==> config.mk <==
export PLATFORM = sky130hd
export DESIGN_NAME = af_output_requantizer
export DESIGN_NICKNAME = d
export VERILOG_FILES = /design/src/rtl/af_output_requantizer.sv
export SDC_FILE = /design/constraint.sdc
export NUM_CORES = 1
export LEC_CHECK = 0
export CORE_ASPECT_RATIO = 1.1
export CORE_MARGIN = 4
export CORE_UTILIZATION = 55
export DETAILED_ROUTE_END_ITERATION = 6
export GPL_TIMING_DRIVEN = 0
export PLACE_DENSITY = 0.77
export SLEW_MARGIN = 20
export SYNTH_ARGS = -nofsm -noshare
export SYNTH_HDL_FRONTEND = slang
export SYNTH_SLANG_ARGS = --single-unit
==> constraint.sdc <==
create_clock -name clk -period 6.2 [get_ports clk]
set_clock_uncertainty 0.05 [all_clocks]
set_input_delay 1.24 -clock clk [delete_from_list [all_inputs] [get_ports clk]]
set_output_delay 1.24 -clock clk [all_outputs]
set_load 0.1 [all_outputs]
==> src/rtl/af_output_requantizer.sv <==
// Output stage for adaptive_filter. Signed samples are rounded half toward
// +inf, saturated to a narrower format and buffered in a FWFT FIFO with a
// valid/ready master port. Saturation and overflow statistics are kept.
module af_output_requantizer #(
  parameter int IN_WIDTH   = 14,
  parameter int IN_FRAC    = 6,
  parameter int OUT_WIDTH  = 8,
  parameter int OUT_FRAC   = 2,
  parameter int FIFO_DEPTH = 8
) (
  input  logic                            clk,
  input  logic                            srst,
  input  logic [IN_WIDTH-1:0]             s_tdata,
  input  logic                            s_tvalid,
  output logic [OUT_WIDTH-1:0]            m_tdata,
  output logic                            m_tvalid,
  input  logic                            m_tready,
  input  logic                            clr_stats,
  output logic [15:0]                     sat_cnt,
  output logic [15:0]                     drop_cnt,
  output logic                            ovf_sticky,
  output logic [$clog2(FIFO_DEPTH):0]     fifo_level
);

  localparam int SHIFT = IN_FRAC - OUT_FRAC;
  localparam int SW    = IN_WIDTH + 1;
  localparam int AW    = $clog2(FIFO_DEPTH);
  localparam int LW    = AW + 1;

  localparam logic signed [SW-1:0] RND  = SW'((2 ** SHIFT) / 2);
  localparam logic signed [SW-1:0] QMAX = SW'((2 ** (OUT_WIDTH - 1)) - 1);
  localparam logic signed [SW-1:0] QMIN = -(SW'(2 ** (OUT_WIDTH - 1)));

  if (SHIFT < 0) begin : g_bad_shift
    $error("af_output_requantizer: IN_FRAC must be >= OUT_FRAC");
  end
  if (OUT_WIDTH > IN_WIDTH) begin : g_bad_width
    $error("af_output_requantizer: OUT_WIDTH must be <= IN_WIDTH");
  end
  if ((FIFO_DEPTH < 2) || ((FIFO_DEPTH & (FIFO_DEPTH - 1)) != 0)) begin : g_bad_depth
    $error("af_output_requantizer: FIFO_DEPTH must be a power of two >= 2");
  end

  logic signed [SW-1:0]   sum1;
  logic                   v1;
  logic signed [SW-1:0]   q;
  logic [OUT_WIDTH-1:0]   qsat;
  logic                   sat_now;
  logic [OUT_WIDTH-1:0]   d2;
  logic                   sat2;
  logic                   v2;

  logic [OUT_WIDTH-1:0]   mem [FIFO_DEPTH];
  logic [AW-1:0]          wr_ptr;
  logic [AW-1:0]          rd_ptr;
  logic [LW-1:0]          level;
  logic                   full;
  logic                   pop;
  logic                   push;
  logic                   drop;

  // Stage 1: sign-extend one bit and add the rounding offset
  always_ff @(posedge clk) begin
    if (srst) begin
      v1   <= 1'b0;
      sum1 <= '0;
    end else begin
      v1 <= s_tvalid;
      if (s_tvalid) begin
        sum1 <= {s_tdata[IN_WIDTH-1], s_tdata} + RND;
      end
    end
  end

  // Arithmetic shift to the output scale and clamp to the output range
  always_comb begin
    q       = sum1 >>> SHIFT;
    sat_now = 1'b0;
    qsat    = q[OUT_WIDTH-1:0];
    if (q > QMAX) begin
      qsat    = QMAX[OUT_WIDTH-1:0];
      sat_now = 1'b1;
    end else if (q < QMIN) begin
      qsat    = QMIN[OUT_WIDTH-1:0];
      sat_now = 1'b1;
    end
  end

  // Stage 2: register the requantized word and its saturation flag
  always_ff @(posedge clk) begin
    if (srst) begin
      v2   <= 1'b0;
      d2   <= '0;
      sat2 <= 1'b0;
    end else begin
      v2 <= v1;
      if (v1) begin
        d2   <= qsat;
        sat2 <= sat_now;
      end
    end
  end

  // A pop on the same edge frees the slot, so a full FIFO can still accept
  always_comb begin
    full = (level == LW'(FIFO_DEPTH));
    pop  = m_tvalid & m_tready;
    push = v2 & (~full | pop);
    drop = v2 & full & ~pop;
  end

  // FIFO storage; contents need no reset because level gates visibility
  always_ff @(posedge clk) begin
    if (push) begin
      mem[wr_ptr] <= d2;
    end
  end

  // FIFO pointers and occupancy
  always_ff @(posedge clk) begin
    if (srst) begin
      wr_ptr <= '0;
      rd_ptr <= '0;
      level  <= '0;
    end else begin
      if (push) begin
        wr_ptr <= wr_ptr + AW'(1);
      end
      if (pop) begin
        rd_ptr <= rd_ptr + AW'(1);
      end
      case ({push, pop})
        2'b10:   level <= level + LW'(1);
        2'b01:   level <= level - LW'(1);
        default: level <= level;
      endcase
    end
  end

  // Head word falls through; forced to zero while empty
  always_comb begin
    m_tvalid   = (level != '0);
    m_tdata    = m_tvalid ? mem[rd_ptr] : '0;
    fifo_level = level;
  end

  // Statistics: clear wins over increment, counters stick at all-ones
  always_ff @(posedge clk) begin
    if (srst || clr_stats) begin
      sat_cnt    <= '0;
      drop_cnt   <= '0;
      ovf_sticky <= 1'b0;
    end else begin
      if (push && sat2 && (sat_cnt != '1)) begin
        sat_cnt <= sat_cnt + 16'd1;
      end
      if (drop && (drop_cnt != '1)) begin
        drop_cnt <= drop_cnt + 16'd1;
      end
      if (drop) begin
        ovf_sticky <= 1'b1;
      end
    end
  end

endmodule

==> results by group <==
Run status
  – Outcome: complete, no violations

Worst setup path
  – Critical Path Start Type: flip-flop
  – Worst Path Arrival: 3.51 ns
  – Critical-path top delay cell: clkdlybuf4s50_1
  – Worst path depth: 6
  – R2R cell count: 9
  – CP Buf/Inv Count: 3
  – Max stage delay on crit path: 1.15 ns
  – Register-to-register path setup slack: 3.49 ns
  – End of the critical path: m_tdata[0]
  – Worst Setup End Kind: output pin
  – Setup Crit Path Kind: flip-flop to output pin
  – RR Endpoint: fifo_level[2]
  – CP top delay family: buffers and inverters
  – Critical Path RT: 4.91 ns
  – Worst-path cell chain: buf_1, clkbuf_1, mux4_2, mux2i_1, nor2_1, clkdlybuf4s50_1
  – RR Startpoint: fifo_level[0]
  – Worst-path maximum fanout: 10

Timing
  – Final hold viol count: 0
  – Fmax: 208 MHz
  – Post-route setup TNS: 0 ns
  – Max-slew headroom: 0.343
  – Unrepaired setup endpoints after global routing: false
  – Least-Margin Pin Slew: 0.983 ns
  – Max-slew violation count: 0
  – Min Tclk post-route: 4.80 ns
  – Fin crit share: 0.774
  – Final setup viols: 0

Place
  – Port buffer count: 60
  – HPWL after detailed placement: 7970 um
  – Post-Place Cell Area: 0.00650 mm^2
  – Placed Cells: 661
  – Routability congestion estimate: 0.869

Route
  – Initial DRC Count: 242
  – Vias: 4001
  – Drt drc: 0
  – DR pass1 iterations: 4
  – Routed WL: 12200 um
  – Vias per cell: 5.77
  – Final ANT Viol Nets: 0
  – Routed WL per cell: 17.6 um

Yosys
  – Mapped Cells: 480
  – Yosys top cell area share: 0.336
  – Main synth FF type: dfxtp_1
  – Number of flops mapped to enable cells by yosys: 64
  – Post-synthesis net count: 505
  – Netlist cell types: 55
  – Top-count cell post-synth: dfxtp_1
  – Netlist Area Pre-Place: 0.00572 mm^2
  – Post-synth top cells: dfxtp_1, nor2_1, edfxtp_1
  – Area leader, netlist: edfxtp_1
  – Seq/Total Area, Yosys: 0.574
  – Top area cells in the synthesized netlist: edfxtp_1, dfxtp_1, mux4_2, nor2_1, xnor2_1
  – Ys Warns: 0
  – Asr flop ratio synth: 0
  – FF+latch count, synth: 132
  – Mean Syn Cell Area: 11.9 um^2

Hold path
  – Hold depth: 2
  – Worst hold path class: flip-flop to flip-flop

Floorplanning
  – Die Span X: 105 um
  – I/O pins: 65
  – # rows: 38
  – Core area: 0.00998 mm^2
  – Effective utilization at floorplan: 0.572
  – Die Ht: 115 um
  – Die area: 0.0121 mm^2

Clock tree
  – CTS buffer count: 17
  – CTS tree: done
  – H-tree depth: 4
  – CTS Buffer Depth: 2
  – Worst-path clk slew: 0.06 ns
  – Clock root cell: clkbuf_8
  – PostCTS Resize Cnt: 0
  – CTS Hold Bufs: 0
  – Clock Latency Late Sink: 0.53 ns
  – Post-CTS repair timing setup buffer count: 0
  – # clock sinks: 132

GRT
  – First-pass GRT wire length: 20000 um
  – Gr usage total: 0.214
  – Antenna violations before repair: 0
  – Vias in the first global route: 4059
  – Largest net degree at the start of global routing: 17
  – Grt ovf: 0

Finish
  – Area grow syn2layout: 24.3%
  – Cell area after layout: 0.00710 mm^2
  – Nets: 585
  – FILL cells: 675
  – ANT cells: 0
  – Non-Filler Instances: 693
  – Share of layout cells above drive strength 1: 0.127

Power and ir drop
  – Peak supply drop: 0.210 mV
  – Static leakage: 2.34 nW
  – Pwr dens: 361 mW/mm^2

Run
  – Max-Cap Viols: 0
## registers in the layout, summed over array words and instances, names as in the netlist, named ones only
| name | count |
|---|---|
| mem | 64 |
| drop_cnt | 16 |
| sat_cnt | 16 |
| sum1 | 11 |
| d2 | 8 |
| fifo_level | 4 |
| rd_ptr | 3 |
| wr_ptr | 3 |
| ovf_sticky | 1 |
| sat2 | 1 |
| v1 | 1 |
| v2 | 1 |
## report_power, final
part           leakage [nW]  switching, mW  internal (mW)
Sequential             1.14         0.0212          0.940
Combinational         0.908          0.429          0.182
Clock                 0.288          0.362          0.632
## metrics by stage
step | setup slack, ns | utilization | total power [mW] | hold WS (ns)
3_3_place_gp | 2.04 | 0.648 | 1.58 | 0.426
4_1_cts | 1.34 | 0.712 | 2.58 | 0.443
2_1_floorplan | 2.24 | - | 1.45 | 0.405
3_5_place_dp | 2.00 | 0.651 | 1.59 | 0.435
6_report | 1.40 | 0.712 | 2.57 | 0.444
5_1_grt | 1.20 | 0.712 | 2.67 | 0.465
## cell usage in the layout (no fill, tap or decap), types with 12 or more instances in the layout
master	synthesis	final
nand2_1	22	22
dfxtp_1	68	68
nand3_1	21	21
clkdlybuf4s50_1	0	60
edfxtp_1	64	64
a21oi_1	19	19
a211oi_1	12	12
o21ai_0	13	13
xor2_1	12	12
xnor2_1	24	24
clkbuf_16	0	18
clkbuf_1	12	14
nor2_1	67	67
mux4_2	16	16
## area by class of cell
class                      instances  area [um^2]  area share
buffer                            24          120      0.0169
clock buffer                      22          485      0.0683
clock inverter                    10          119      0.0167
inverter                           2         7.51     0.00106
multi-input combinational        322         2330       0.328
sequential                       132         3280       0.462
tap                              120          150      0.0211
timing repair buffer              61          608      0.0856
## how the worst min path moves through the flow
stage                        from       to  slack, ns
after global placement    sum1[5]  sum1[5]       0.43
final                     sum1[7]  sum1[7]       0.44
after global routing      sum1[5]  sum1[5]       0.46
after detailed placement  sum1[7]  sum1[7]       0.44
after floorplan           sum1[4]  sum1[4]       0.40
after CTS                 sum1[7]  sum1[7]       0.44
## routing by layer
metal  wire, um  vias up  GRT usage
li1           -     1949          -
met2       6380      106      0.384
met5          0        -          0
met1       5060     1929      0.249
met4        146        0     0.0656
met3        596       17     0.0629
## worst min-delay path: stages (launching register included)
cell      delay (ns)
dfxtp_1         0.31
nor2_1          0.09
a211oi_1        0.05
## cell families (layout without fill, tap and decap cells)
group,after synthesis,after routing,share of synthesized area
mux,28,28,0.0843
fa+ha+maj,6,6,0.0131
flops,132,132,0.574
compound gates,70,70,0.0856
xor+xnor,36,36,0.0552
simple gates,182,182,0.165
buf+inv,26,119,0.0223
Note: power is estimated with default switching activity, not from simulation.
